**src/rtl/m68k_bus_master.sv**
```systemverilog
// 68000-style bus initiator: runs one DTACK (asynchronous) or VPA/VMA/E (6800-synchronous) cycle per host request.
// Optional `define BUS_TIMEOUT_EN adds a wait-state watchdog limited to TIMEOUT_CYCLES clocks in S4/VPA.
module m68k_bus_master #(
    parameter int TIMEOUT_CYCLES = 255
) (
    input  logic        C7M,
    input  logic        RESET,
    input  logic        REQ,
    input  logic        REQ_RW,
    input  logic [22:0] REQ_A,
    input  logic        REQ_UDS,
    input  logic        REQ_LDS,
    input  logic [15:0] REQ_WD,
    output logic        BUSY,
    output logic        ACK,
    output logic        ERR,
    output logic [15:0] RD,
    output logic [22:0] A,
    output logic        PRnW,
    output logic        nAS,
    output logic        nUDS,
    output logic        nLDS,
    output logic        BUS_OE,
    output logic        D_OE,
    output logic [15:0] D_OUT,
    input  logic [15:0] D_IN,
    input  logic        nDTACK,
    input  logic        nVPA,
    input  logic        nBERR,
    output logic        E,
    output logic        nVMA
);

    typedef enum logic [2:0] {
        IDLE = 3'd0,
        S0   = 3'd1,
        S2   = 3'd2,
        S4   = 3'd3,
        VPA  = 3'd4,
        S6   = 3'd5,
        S7   = 3'd6
    } state_t;

    state_t      state_r, stateNext_s;
    logic [3:0]  eCnt_r, eCntNext_s;
    logic        e_r, eNext_s;
    logic        busy_r, busyNext_s;
    logic        ack_r, ackNext_s;
    logic        err_r, errNext_s;
    logic [15:0] rd_r, rdNext_s;
    logic [22:0] a_r, aNext_s;
    logic        prnw_r, prnwNext_s;
    logic        nAs_r, nAsNext_s;
    logic        nUds_r, nUdsNext_s;
    logic        nLds_r, nLdsNext_s;
    logic        nVma_r, nVmaNext_s;
    logic        busOe_r, busOeNext_s;
    logic        dOe_r, dOeNext_s;
    logic [15:0] dOut_r, dOutNext_s;
    logic        reqRw_r, reqRwNext_s;
    logic        reqUds_r, reqUdsNext_s;
    logic        reqLds_r, reqLdsNext_s;
    logic [15:0] reqWd_r, reqWdNext_s;
    logic        timeoutHit_s;

`ifdef BUS_TIMEOUT_EN
    localparam int TMO_W = (TIMEOUT_CYCLES > 32'sd255) ? $clog2(TIMEOUT_CYCLES + 32'sd1) : 32'sd8;

    logic [TMO_W-1:0] tmoCnt_r, tmoCntNext_s;

    // Watchdog count: zeroed on the edge entering S4, advanced on every clock spent in S4 or VPA
    always_comb begin
        tmoCntNext_s = tmoCnt_r;
        if (state_r == S2) begin
            tmoCntNext_s = '0;
        end else if ((state_r == S4) || (state_r == VPA)) begin
            tmoCntNext_s = tmoCnt_r + TMO_W'(1);
        end else begin
            tmoCntNext_s = tmoCnt_r;
        end
    end

    // Watchdog register
    always_ff @(posedge C7M or posedge RESET) begin
        if (RESET) begin
            tmoCnt_r <= '0;
        end else begin
            tmoCnt_r <= tmoCntNext_s;
        end
    end

    // True on the TIMEOUT_CYCLES-th clock leaving S4/VPA
    assign timeoutHit_s = (tmoCnt_r == TMO_W'(TIMEOUT_CYCLES - 32'sd1));
`else
    assign timeoutHit_s = 1'b0;
`endif

    // E clock divider: ECNT runs 0..9, E high for counts 6..9
    always_comb begin
        if (eCnt_r == 4'd9) begin
            eCntNext_s = 4'd0;
        end else begin
            eCntNext_s = eCnt_r + 4'd1;
        end
        eNext_s = (eCntNext_s >= 4'd6);
    end

    // Next-state and registered-output values; each state's outputs appear on the edge that enters it
    always_comb begin
        stateNext_s  = state_r;
        busyNext_s   = busy_r;
        errNext_s    = 1'b0;
        rdNext_s     = rd_r;
        aNext_s      = a_r;
        prnwNext_s   = prnw_r;
        nAsNext_s    = nAs_r;
        nUdsNext_s   = nUds_r;
        nLdsNext_s   = nLds_r;
        nVmaNext_s   = nVma_r;
        busOeNext_s  = busOe_r;
        dOeNext_s    = dOe_r;
        dOutNext_s   = dOut_r;
        reqRwNext_s  = reqRw_r;
        reqUdsNext_s = reqUds_r;
        reqLdsNext_s = reqLds_r;
        reqWdNext_s  = reqWd_r;

        case (state_r)
            IDLE: begin
                if (REQ) begin
                    busyNext_s   = 1'b1;
                    reqRwNext_s  = REQ_RW;
                    reqUdsNext_s = REQ_UDS;
                    reqLdsNext_s = REQ_LDS;
                    reqWdNext_s  = REQ_WD;
                    // A request with no byte enables completes as an error without touching the bus
                    if (!REQ_UDS && !REQ_LDS) begin
                        stateNext_s = S7;
                        errNext_s   = 1'b1;
                    end else begin
                        stateNext_s = S0;
                        busOeNext_s = 1'b1;
                        aNext_s     = REQ_A;
                        prnwNext_s  = REQ_RW;
                        nAsNext_s   = 1'b1;
                    end
                end else begin
                    stateNext_s = IDLE;
                end
            end
            S0: begin
                stateNext_s = S2;
                nAsNext_s   = 1'b0;
                if (reqRw_r) begin
                    nUdsNext_s = ~reqUds_r;
                    nLdsNext_s = ~reqLds_r;
                end else begin
                    dOeNext_s  = 1'b1;
                    dOutNext_s = reqWd_r;
                end
            end
            S2: begin
                // Reads already have their strobes; writes assert them one clock later, after data settles
                stateNext_s = S4;
                nUdsNext_s  = ~reqUds_r;
                nLdsNext_s  = ~reqLds_r;
            end
            S4: begin
                if (!nBERR) begin
                    stateNext_s = S7;
                    errNext_s   = 1'b1;
                end else if (!nDTACK) begin
                    stateNext_s = S6;
                end else if (!nVPA) begin
                    stateNext_s = VPA;
                end else if (timeoutHit_s) begin
                    stateNext_s = S7;
                    errNext_s   = 1'b1;
                end else begin
                    stateNext_s = S4;
                end
            end
            S6: begin
                stateNext_s = S7;
                if (reqRw_r) begin
                    rdNext_s = D_IN;
                end else begin
                    rdNext_s = rd_r;
                end
            end
            VPA: begin
                if (eCnt_r == 4'd3) begin
                    nVmaNext_s = 1'b0;
                end else begin
                    nVmaNext_s = nVma_r;
                end
                // Termination lines up with the falling edge of E
                if ((eCnt_r == 4'd9) && !nVma_r) begin
                    stateNext_s = S7;
                    if (reqRw_r) begin
                        rdNext_s = D_IN;
                    end else begin
                        rdNext_s = rd_r;
                    end
                end else if (timeoutHit_s) begin
                    stateNext_s = S7;
                    errNext_s   = 1'b1;
                end else begin
                    stateNext_s = VPA;
                end
            end
            S7: begin
                stateNext_s = IDLE;
                busyNext_s  = 1'b0;
                busOeNext_s = 1'b0;
                dOeNext_s   = 1'b0;
                prnwNext_s  = 1'b1;
            end
            default: begin
                stateNext_s = IDLE;
                busyNext_s  = 1'b0;
                busOeNext_s = 1'b0;
                dOeNext_s   = 1'b0;
                prnwNext_s  = 1'b1;
                nAsNext_s   = 1'b1;
                nUdsNext_s  = 1'b1;
                nLdsNext_s  = 1'b1;
                nVmaNext_s  = 1'b1;
            end
        endcase

        if (stateNext_s == S7) begin
            ackNext_s  = 1'b1;
            nAsNext_s  = 1'b1;
            nUdsNext_s = 1'b1;
            nLdsNext_s = 1'b1;
            nVmaNext_s = 1'b1;
        end else begin
            ackNext_s  = 1'b0;
        end
    end

    // State and output registers
    always_ff @(posedge C7M or posedge RESET) begin
        if (RESET) begin
            state_r  <= IDLE;
            eCnt_r   <= 4'd0;
            e_r      <= 1'b0;
            busy_r   <= 1'b0;
            ack_r    <= 1'b0;
            err_r    <= 1'b0;
            rd_r     <= 16'h0000;
            a_r      <= 23'h000000;
            prnw_r   <= 1'b1;
            nAs_r    <= 1'b1;
            nUds_r   <= 1'b1;
            nLds_r   <= 1'b1;
            nVma_r   <= 1'b1;
            busOe_r  <= 1'b0;
            dOe_r    <= 1'b0;
            dOut_r   <= 16'h0000;
            reqRw_r  <= 1'b1;
            reqUds_r <= 1'b0;
            reqLds_r <= 1'b0;
            reqWd_r  <= 16'h0000;
        end else begin
            state_r  <= stateNext_s;
            eCnt_r   <= eCntNext_s;
            e_r      <= eNext_s;
            busy_r   <= busyNext_s;
            ack_r    <= ackNext_s;
            err_r    <= errNext_s;
            rd_r     <= rdNext_s;
            a_r      <= aNext_s;
            prnw_r   <= prnwNext_s;
            nAs_r    <= nAsNext_s;
            nUds_r   <= nUdsNext_s;
            nLds_r   <= nLdsNext_s;
            nVma_r   <= nVmaNext_s;
            busOe_r  <= busOeNext_s;
            dOe_r    <= dOeNext_s;
            dOut_r   <= dOutNext_s;
            reqRw_r  <= reqRwNext_s;
            reqUds_r <= reqUdsNext_s;
            reqLds_r <= reqLdsNext_s;
            reqWd_r  <= reqWdNext_s;
        end
    end

    assign BUSY   = busy_r;
    assign ACK    = ack_r;
    assign ERR    = err_r;
    assign RD     = rd_r;
    assign A      = a_r;
    assign PRnW   = prnw_r;
    assign nAS    = nAs_r;
    assign nUDS   = nUds_r;
    assign nLDS   = nLds_r;
    assign nVMA   = nVma_r;
    assign BUS_OE = busOe_r;
    assign D_OE   = dOe_r;
    assign D_OUT  = dOut_r;
    assign E      = e_r;

endmodule

```
**config.mk**
```make
export PLATFORM = sky130hd
export DESIGN_NAME = m68k_bus_master
export DESIGN_NICKNAME = d
export VERILOG_FILES = /design/src/rtl/m68k_bus_master.sv
export SDC_FILE = /design/constraint.sdc
export NUM_CORES = 1
export LEC_CHECK = 0
export CAP_MARGIN = 20
export CORE_UTILIZATION = 55
export CTS_CLUSTER_SIZE = 10
export DETAILED_ROUTE_END_ITERATION = 8
export DONT_BUFFER_PORTS = 1
export PLACE_DENSITY = 0.7
export SYNTH_ARGS = -nofsm -noshare
export SYNTH_HDL_FRONTEND = slang
export SYNTH_SLANG_ARGS = --single-unit
```
**constraint.sdc**
```tcl
create_clock -name C7M -period 4.24 [get_ports C7M]
set_clock_uncertainty 0.15 [all_clocks]
set_input_delay 0.848 -clock C7M [delete_from_list [all_inputs] [get_ports C7M]]
set_output_delay 0.848 -clock C7M [all_outputs]
set_load 0.005 [all_outputs]
```
---- Word-level counts from Yosys, hierarchy flattened ----
Index checks and enable logic that the tools add are counted.
cells by class
  $add $sub $neg .......................... 1
  magnitude comparators ................... 1
  eq/ne operators ......................... 20
  mux-type cells .......................... 37
  bitwise logic cells ..................... 6
  reductions and logical operators ........ 22
operator list
  kind                 count
  $mux 16              2
  $pmux 16 s2          1
  $reduce_or 5->1      4
  $pmux 3 s6           1
  $mux 1               17
  $mux 3               5
  $reduce_and 2->1     7
  $eq 3x3->1 const B   4
  $ne 3x3->1 const B   4
  $pmux 1 s2           6
  $pmux 1 s3           3
  $reduce_and 3->1     3
  $ne 2x2->1 const B   4
  $eq 3x2->1 const B   2
  $ne 2x1->1 const B   3
  $not 1->1            6
  $reduce_or 6->1      1
  $add 4x1->4 const B  1
  $eq 4x2->1 const B   1
  $eq 4x4->1 const B   1
  $ge 4x3->1 const B   1
  $mux 4               1
  $eq 3x1->1 const B   1
  $logic_not 1->1      3
  4 further kinds      5
word-level totals
  register bits after elaboration ......... 92
  bits of input ports ..................... 64
  output and inout bits ................... 66
  logic and storage cells ................. 107

---- Depth between registers and ports, before layout ----
Gate-level depths: netlist of the first run.
  depth after elaboration ................. 8
  gate-level depth with buffers ........... 6
  mapped depth without buffers ............ 3

---- Worst setup path after synthesis of the first run ----
OpenSTA, ideal clock, no wires.
  path kind ............................... input-to-reg
  start point ............................. in REQ
  end point ............................... reg a_r[0] (netlist: A[0])
  library setup time ...................... 127 ps
  arrival ................................. 1,868 ps
  data required time ...................... 3,963 ps
  slack ................................... 2,094 ps
  cell stages on the path ................. 5
  buffers on the path ..................... 2
  path through ............................ nor4b_4 -> nor2b_1 -> buf_4 -> buf_6 -> mux2_1
between the ends
  cells in the longest elaborated chain, start to end .. 1
ends and longest elaborated chain
  what                        RTL line  text
  start, declared             8         input logic REQ,
  $reduce_and 3->1 (no line)  n/a
  end signal, assigned        274       a_r <= aNext_s;
  end, declared               51        logic [22:0] a_r, aNext_s;
Every way passes these cells.
A chain may end at the register's enable or synchronous reset.

---- Final worst setup path of the first run ----
  start point ............................. reg state_r[2]
  end point ............................... reg a_r[0] (netlist: A[0])
between the ends
  cells in the longest elaborated chain, start to end .. 2
ends and longest elaborated chain
  what                        RTL line  text
  start, declared             44        state_t state_r, stateNext_s;
  start signal, assigned      267       state_r <= stateNext_s;
  $logic_not 3->1             128       case (state_r)
  $reduce_and 3->1 (no line)  n/a
Every way passes these cells.

==> metrics, run 1 <==
largest net degree at the start of global routing=45; Clock Power Share=0.193; RSZ-0062 raised after global routing=no; die area=7070 um^2; FP Rows=29; Critical Path AT=2.50 ns; Net Sw Frac=0.311; core area=6420 um^2; initial antenna violation count=0; # nets final=315; post-route minimum period=2.43 ns; io pins=130; fmax=411 MHz; clk root buf=clkbuf_8; Port Buffers=0; Routed Wire Length=6.67 mm; H-tree levels=3; critical path class=reg -> reg; combinational share of power=0.237; Clock transition at path regs=0.09 ns; reg-to-reg slack, setup=1.81 ns; Initial DRC Count=85; Die W=84.1 um; drt first pass iters=6; Startpoint Class=register; ys async rst share=1.00; Power Total=2.93 mW; Leak=1.70 nW; syn_nets=313; total CTS buffers=9; Worst VDD drop=314 uV; P_sw=911 uW; first-pass GRT wire length=10.5 mm; top cells by area, synth=dfrtp_1 58%, mux2_2 17%, mux2_1 6.1%; CP Max Fanout=25; Design Area, Final=3950 um^2; Clk Latency, worst-skew pair=0.34 ns; PD cells=743 nW/um^2; setup TNS=0 ns; clock sinks=92; max capacitance violation total=0; required time worst endpoint=4.31 ns; fin crit share=0.573; GPL Wtd Cong=0.763; internal power=2.02 mW; hpwl dp=4.68 mm; area of the multi-input gates=1300 um^2; GRT overflow=0; vias post-DR=2,008; cts repair resizes=0; Worst Hold Class=in -> async; detailed-route wire length per cell=20.1 um; CTS Buffer Depth=2; Reg power frac=0.570; FF+latch count, synth=92; share of the synthesized area in the top cell type=0.581; placed inst area=3760 um^2; Antenna Nets Post-Route=0; CTS Hold Buffers Added=0; TritonCTS clock tree=yes; Initial Util=0.577; Primary FF master, synth=dfrtp_1; Slew HR=0.370; fraction of layout instances using a drive strength above 1=0.345; Diodes inserted=0; Final Max Slew Viols=0; final hold violations=0; outcome=complete, but fails checks; final setup vio count=0; Layout Area Growth over Synthesis=6.52%; register area share after synthesis=0.623; die height=84.1 um; Post-Synthesis Cells=249; worst-margin pin slew=0.944 ns; vias in the first global route=2,001; violated checks=DRC; EDFF count, synth=0; largest area contributor in the netlist=dfrtp_1; CP endpoint kind=register; Via density=6.05; Filler cells=506; Netlist Area Pre-Place=3710 um^2; number of post-CTS setup repair buffers=0; Avg Cell Area, Syn=14.9 um^2; Yosys cell types=40; GRT Util Overall=0.198; drt drc=29; yosys warns=0; final core utilization=0.615; register area=2310 um^2
[layout make-up]
cell class              count  area share
well taps                  77      0.0244
multi-input cells         139       0.329
flip-flops and latches     92       0.585
inverters                   4     0.00412
clock inverters             6      0.0165
repair buffers              5     0.00951
clock buffers               9      0.0314
[sequential cells by signal (all words and copies together), names as in the netlist, 3 cells and up]
name,cells
eCnt_r,4
A,23
reqWd_r,16
state_r,3
D_OUT,16
RD,16
[power groups by stage]
stage / combinational, mW / clock, mW / sequential, mW
final: 0.696 / 0.565 / 1.67
after global routing: 0.772 / 0.615 / 1.73
after CTS: 0.711 / 0.581 / 1.68
after detailed placement: 0.711 / 0 / 1.70
after global placement: 0.669 / 0 / 1.68
after floorplan: 0.687 / 0 / 1.53
[metal layers]
| layer | global-route usage | vias to the layer above | share of wire |
|---|---|---|---|
| met4 | 0.0705 | 0 | 0.013 |
| met2 | 0.308 | 95 | 0.48 |
| li1 | - | 894 | - |
| met3 | 0.0762 | 7 | 0.10 |
| met1 | 0.253 | 1012 | 0.40 |
| met5 | 0 | - | 0 |
[cell usage in the layout, fill, tap and decap left out, types with 2 or more instances in the layout]
cell type | Yosys | final
nand3b_1 | 2 | 2
mux2_1 | 20 | 20
nand2b_1 | 8 | 8
dfstp_2 | 6 | 6
o2111ai_1 | 3 | 3
clkinv_2 | 0 | 3
nand2_1 | 9 | 9
dfrtp_1 | 86 | 86
a21oi_1 | 4 | 4
a21o_1 | 5 | 5
buf_4 | 3 | 5
inv_1 | 4 | 3
nor4bb_1 | 2 | 2
nor2_1 | 2 | 2
mux2_2 | 55 | 55
o21ai_0 | 5 | 5
clkbuf_8 | 0 | 9
a32oi_1 | 3 | 3
[stage by stage]
step | instances | hold WS (ns) | setup WS (ns)
2_1_floorplan | 249 | 0.295 | 0.860
3_3_place_gp | 317 | 0.321 | 1.74
3_5_place_dp | 317 | 0.336 | 1.69
4_1_cts | 332 | 0.346 | 1.79
5_1_grt | 332 | 0.373 | 1.67
6_report | 332 | 0.330 | 1.81
[synthesized netlist by cell type (2+ instances only)]
cell       instances
mux2_2            55
a32oi_1            3
inv_1              4
buf_4              3
nand3b_1           2
buf_2              5
clkbuf_1           4
buf_6              2
a21o_1             5
o2111ai_1          3
nand2b_1           8
mux2_1            20
nor4bb_1           2
o21ai_0            5
dfrtp_1           86
dfstp_2            6
a21oi_1            4
nand2_1            9
nor2_1             2
[critical path, cell delays in order, from the launching register on]
cell and delay, ns:
dfrtp_1 0.58, nor4b_4 0.34, buf_4 0.35, nor2b_2 0.21, buf_4 0.30, mux2_1 0.37
[cells by family (layout without fill, tap and decap cells)]
logic type                count (synthesis)  count (layout)  synth area share
AOI/OAI and AO/OA                        31              31            0.0621
xor gates and xnor gates                  1               1           0.00236
buffers and inverters                    18              24            0.0270
DFF                                      92              92             0.623
muxes                                    75              75             0.228
and+or+nand+nor                          32              32            0.0574
[worst paths after layout]
check                      startpoint  endpoint  cells after the start
max                        state_r[2]      A[0]                      5
min                             RESET    RD[13]                      1
max reg2reg                state_r[2]      A[0]                      5
min reg2reg                  reqLds_r      nLDS                      1
max in group asynchronous       RESET    RD[12]                      2
min in group C7M             reqLds_r      nLDS                      1
(Power assumes the default switching activity.)
==> inputs of run 2 (changes only) <==
clock period = 2.5 ns   (was 4.24 ns; I/O delays follow)
==> metrics, run 2 (same netlist as run 1, synthesis figures left out) <==
outcome=complete, but fails checks; violated checks=DRC, hold timing; critical path's slowest cell=a21oi_2; Final Max Slew Viols=0 (unchanged); PD cells=1260 nW/um^2 (+70%); Port Buffers=0 (unchanged); GRT overflow=0 (unchanged); CTS Hold Buffers Added=0 (unchanged); initial antenna violation count=0 (unchanged); highest routed layer=met4; placed inst area=3790 um^2 (+0.97%); max capacitance violation total=0 (unchanged); GPL Wtd Cong=0.745 (-2.4%); CP bufs+invs=0 (-2); M1 WL=2.50 mm (-7.3%); fmax=462 MHz (+12%); die height=84.1 um (unchanged); drt first pass iters=6 (unchanged); Worst VDD drop=628 uV (+100%); Initial Util=0.577 (unchanged); CTS Buffer Depth=2 (unchanged); detailed-route wire length per cell=19.3 um (-4.0%); Design Area, Final=4000 um^2 (+1.4%); final core utilization=0.623 (+0.00857); largest stage delay on the critical path=0.64 ns (+0.06 ns); Antenna Nets Post-Route=0 (unchanged); Routed Wire Length=6.46 mm (-3.1%); number of post-CTS setup repair buffers=0 (unchanged); Via density=5.89 (-2.6%); first-pass GRT wire length=10.6 mm (+0.79%); RSZ-0062 raised after global routing=no; final hold violations=15 (+15); required time worst endpoint=2.58 ns (-1.73 ns); FP Rows=29 (unchanged); Fin Hold WS=-0.0124 ns (-0.342 ns); worst-path cell chain=and4b_1 > a21oi_2 > mux2_2; met2 WL post-DR=3.12 mm (-2.2%); Met3 Wirelength=727 um (+5.7%); Clock transition at path regs=0.09 ns (about the same); Power Total=5.05 mW (+72%); Startpoint Class=register; worst-margin pin slew=0.874 ns (-0.0699 ns); most common cell after layout, fill and taps aside=dfrtp_1; setup TNS=0 ns (unchanged); reg-to-reg slack, setup=0.34 ns (-1.47 ns); vias in the first global route=2,058 (+2.8%); Slew HR=0.417 (+0.0466); critical path class=reg -> reg; most frequent cells in the layout=86 x dfrtp_1, 55 x mux2_2, 20 x mux2_1; H-tree levels=3 (unchanged); cts repair resizes=0 (unchanged); post-route minimum period=2.16 ns (-0.269 ns); Layout Area Growth over Synthesis=8.00%; fin crit share=0.865 (+0.292); hpwl dp=4.50 mm (-3.9%); Clk Latency, worst-skew pair=0.35 ns (about the same); CP Max Fanout=16 (-36%); largest net degree at the start of global routing=93 (+110%); GRT Util Overall=0.197 (-0.000777); fraction of layout instances using a drive strength above 1=0.353 (+0.00762); Die W=84.1 um (unchanged); total CTS buffers=9 (unchanged); Diodes inserted=0 (unchanged); clock sinks=92 (unchanged); # nets final=317 (+0.63%); Leak=1.71 nW (+0.75%); max reg flops=23 (unchanged); die area=7070 um^2 (unchanged); TritonCTS clock tree=yes; cell family with most CP delay=compound AO/OA/AOI/OAI gates; vias post-DR=1,973 (-1.7%); clk root buf=clkbuf_8; io pins=130 (unchanged); final setup vio count=0 (unchanged); Critical Path AT=2.24 ns (-0.26 ns); Worst Hold Class=in -> async; drt drc=28 (-3.4%); core area=6420 um^2 (unchanged); CP endpoint kind=register; Initial DRC Count=87 (+2.4%)
run 2: metal layers:
| layer | track usage | vias up |
|---|---|---|
| li1 | - | 901 |
| met2 | 0.312 | 90 |
| met1 | 0.235 | 974 |
| met3 | 0.0841 | 8 |
| met4 | 0.0846 | 0 |
| met5 | 0 | - |
run 2: final cells by class:
| type | instances | area (um^2) |
|---|---|---|
| tap | 77 | 96.3 |
| clock buffer | 10 | 138 |
| fill | 508 | 2420 |
| sequential | 92 | 2310 |
| multi-input combinational | 139 | 1310 |
| timing repair buffer | 7 | 65.1 |
| inverter | 4 | 18.8 |
| clock inverter | 6 | 70.1 |
run 2: report_power, final:
part           switching, mW  internal, mW
logic                  0.481         0.767
registers              0.558          2.23
clock network          0.514         0.496
run 2: path summary, 6_finish.rpt:
check | from | end | cells past startpoint
hold reg to reg | reqLds_r | nLDS | 1
setup reg to reg | state_r[1] | RD[15] | 3
max in group asynchronous | RESET | nVMA | 2
hold / removal | RESET | A[18] | 2
setup / recovery | state_r[1] | RD[15] | 3
min in group C7M | REQ_A[7] | A[7] | 1
run 2: metrics by stage:
stage,cells,setup slack (ns)
after floorplan,249,0.616
after global placement,319,0.384
after detailed placement,319,0.360
after CTS,335,0.319
after global routing,335,0.216
final,335,0.338
==> inputs of run 3 (changes only) <==
GPL_ROUTABILITY_DRIVEN = 1   (was unset)
GPL_TIMING_DRIVEN = 0   (was unset)
==> metrics, run 3 (same netlist as run 1, synthesis figures left out) <==
cts repair resizes=0 (unchanged); final hold violations=0 (-15); Worst Setup SP=state_r[1]; Leak=1.74 nW (+2.1%); CP Max Fanout=10 (-6); global-route met1 utilization=0.247 (+0.0116); setup TNS=0 ns (unchanged); PD cells=1240 nW/um^2 (-1.4%); largest net degree at the start of global routing=41 (-56%); Clk Latency, worst-skew pair=0.35 ns (about the same); fraction of layout instances using a drive strength above 1=0.352 (-0.000653); critical path class=reg -> reg; RR Startpoint=state_r[1]; TritonCTS clock tree=yes; worst-path cell chain=buf_2 > nand2b_1 > nor3_2 > buf_4 > mux2_2; violated checks=DRC; most frequent cells in the layout=86 x dfrtp_1, 55 x mux2_2, 20 x mux2_1; final setup vio count=0 (unchanged); Layout Area Growth over Synthesis=9.15%; Slew HR=0.538 (+0.121); fin crit share=0.874 (+0.00880); worst-margin pin slew=0.690 ns (-0.185 ns); io pins=130 (unchanged); Worst VDD drop=721 uV (+15%); Via density=6.04 (+2.6%); clock sinks=92 (unchanged); max reg flops=23 (unchanged); critical path's slowest cell=nor3_2; GPL Wtd Cong=0.765 (+2.7%); Worst Hold Class=in -> reg; CP endpoint kind=register; Critical Path AT=2.27 ns (+0.03 ns); clk root buf=clkbuf_8; number of post-CTS setup repair buffers=0 (unchanged); Diodes inserted=0 (unchanged); post-route minimum period=2.18 ns (+0.0220 ns); required time worst endpoint=2.59 ns (about the same); outcome=complete, but fails checks; vias post-DR=2,078 (+5.3%); hpwl dp=4.98 mm (+11%); CTS Buffer Depth=2 (unchanged); FP Rows=29 (unchanged); R2R cell count=5 (+2); Initial Util=0.577 (unchanged); grt met2 use=0.320 (+0.00745); # nets final=327 (+3.2%); Hold EP=A[5]; GRT Util Overall=0.203 (+0.00612); H-tree levels=3 (unchanged); largest stage delay on the critical path=0.54 ns (-0.10 ns); Final Max Slew Viols=0 (unchanged); detailed-route wire length per cell=19.7 um (+2.2%); first-pass GRT wire length=10.8 mm (+1.6%); most common cell after layout, fill and taps aside=dfrtp_1; Routed Wire Length=6.78 mm (+5.0%); reg-to-reg endpoint=D_OUT[4]; GRT overflow=0 (unchanged); RSZ-0062 raised after global routing=no; total CTS buffers=9 (unchanged); drt drc=28 (unchanged); hold path startpoint=REQ_A[5]; die height=84.1 um (unchanged); final core utilization=0.630 (+0.00662); Initial DRC Count=80 (-8.0%); GR peak layer=met2; Die W=84.1 um (unchanged); max capacitance violation total=0 (unchanged); die area=7070 um^2 (unchanged); met3 usage=0.0821 (-0.00198); core area=6420 um^2 (unchanged); vias in the first global route=2,065 (+0.34%); fmax=458 MHz (-1.0%); drt first pass iters=6 (unchanged); reg-to-reg slack, setup=0.32 ns (-0.02 ns); Hold Crit Depth=1; Port Buffers=0 (unchanged); initial antenna violation count=0 (unchanged); Clock transition at path regs=0.09 ns (about the same); CTS Hold Buffers Added=1 (+1); Startpoint Class=register; Antenna Nets Post-Route=0 (unchanged)
==> run 3: stage by stage <==
stage                     power (mW)  cells  setup WS (ns)  hold WS [ns]  area [um^2]
after floorplan                 3.77    249          0.616         0.295         3710
after detailed placement        4.15    328          0.280         0.267         3850
after CTS                       5.10    344          0.275         0.112         4050
final                           5.03    344          0.316         0.126         4050
after global placement          4.05    326          0.279         0.321         3810
after global routing            5.35    344          0.172         0.104         4050
==> run 3: layout make-up <==
| cell class | instances | area [um^2] |
|---|---|---|
| Buffer | 14 | 85.1 |
| Clock buffer | 9 | 124 |
| Clock inverter | 6 | 65.1 |
| Fill cell | 484 | 2380 |
| Inverter | 4 | 18.8 |
| Multi-Input combinational cell | 139 | 1300 |
| Sequential cell | 92 | 2310 |
| Tap cell | 77 | 96.3 |
| Timing Repair Buffer | 3 | 50.0 |
==> run 3: worst max path at each step <==
stage,endpoint,slack (ns),depth (start not counted)
detailed placement,D_OUT[4],0.28,5
finish,D_OUT[4],0.32,5
floorplan,A[0],0.62,6
global route,D_OUT[8],0.17,5
global placement,D_OUT[1],0.28,5
CTS,D_OUT[4],0.27,5
==> run 3: where the power goes <==
part	switching (mW)	internal [mW]	total, mW
clock	0.495	0.458	0.954
sequential	0.493	2.23	2.73
combinational	0.566	0.785	1.35
total	1.56	3.48	5.03
==> run 3: worst max-delay path: cells and delay by family (launching register included) <==
family	cells	cell delay [ns]
simple gates	2	0.73
buf+inv	2	0.48
flops	1	0.36
mux	1	0.35
==> run 3: routing by layer <==
layer	share of wire	vias to the layer above
met5	0	-
met4	0.017	0
met3	0.11	7
met2	0.48	89
met1	0.40	1062
li1	-	920
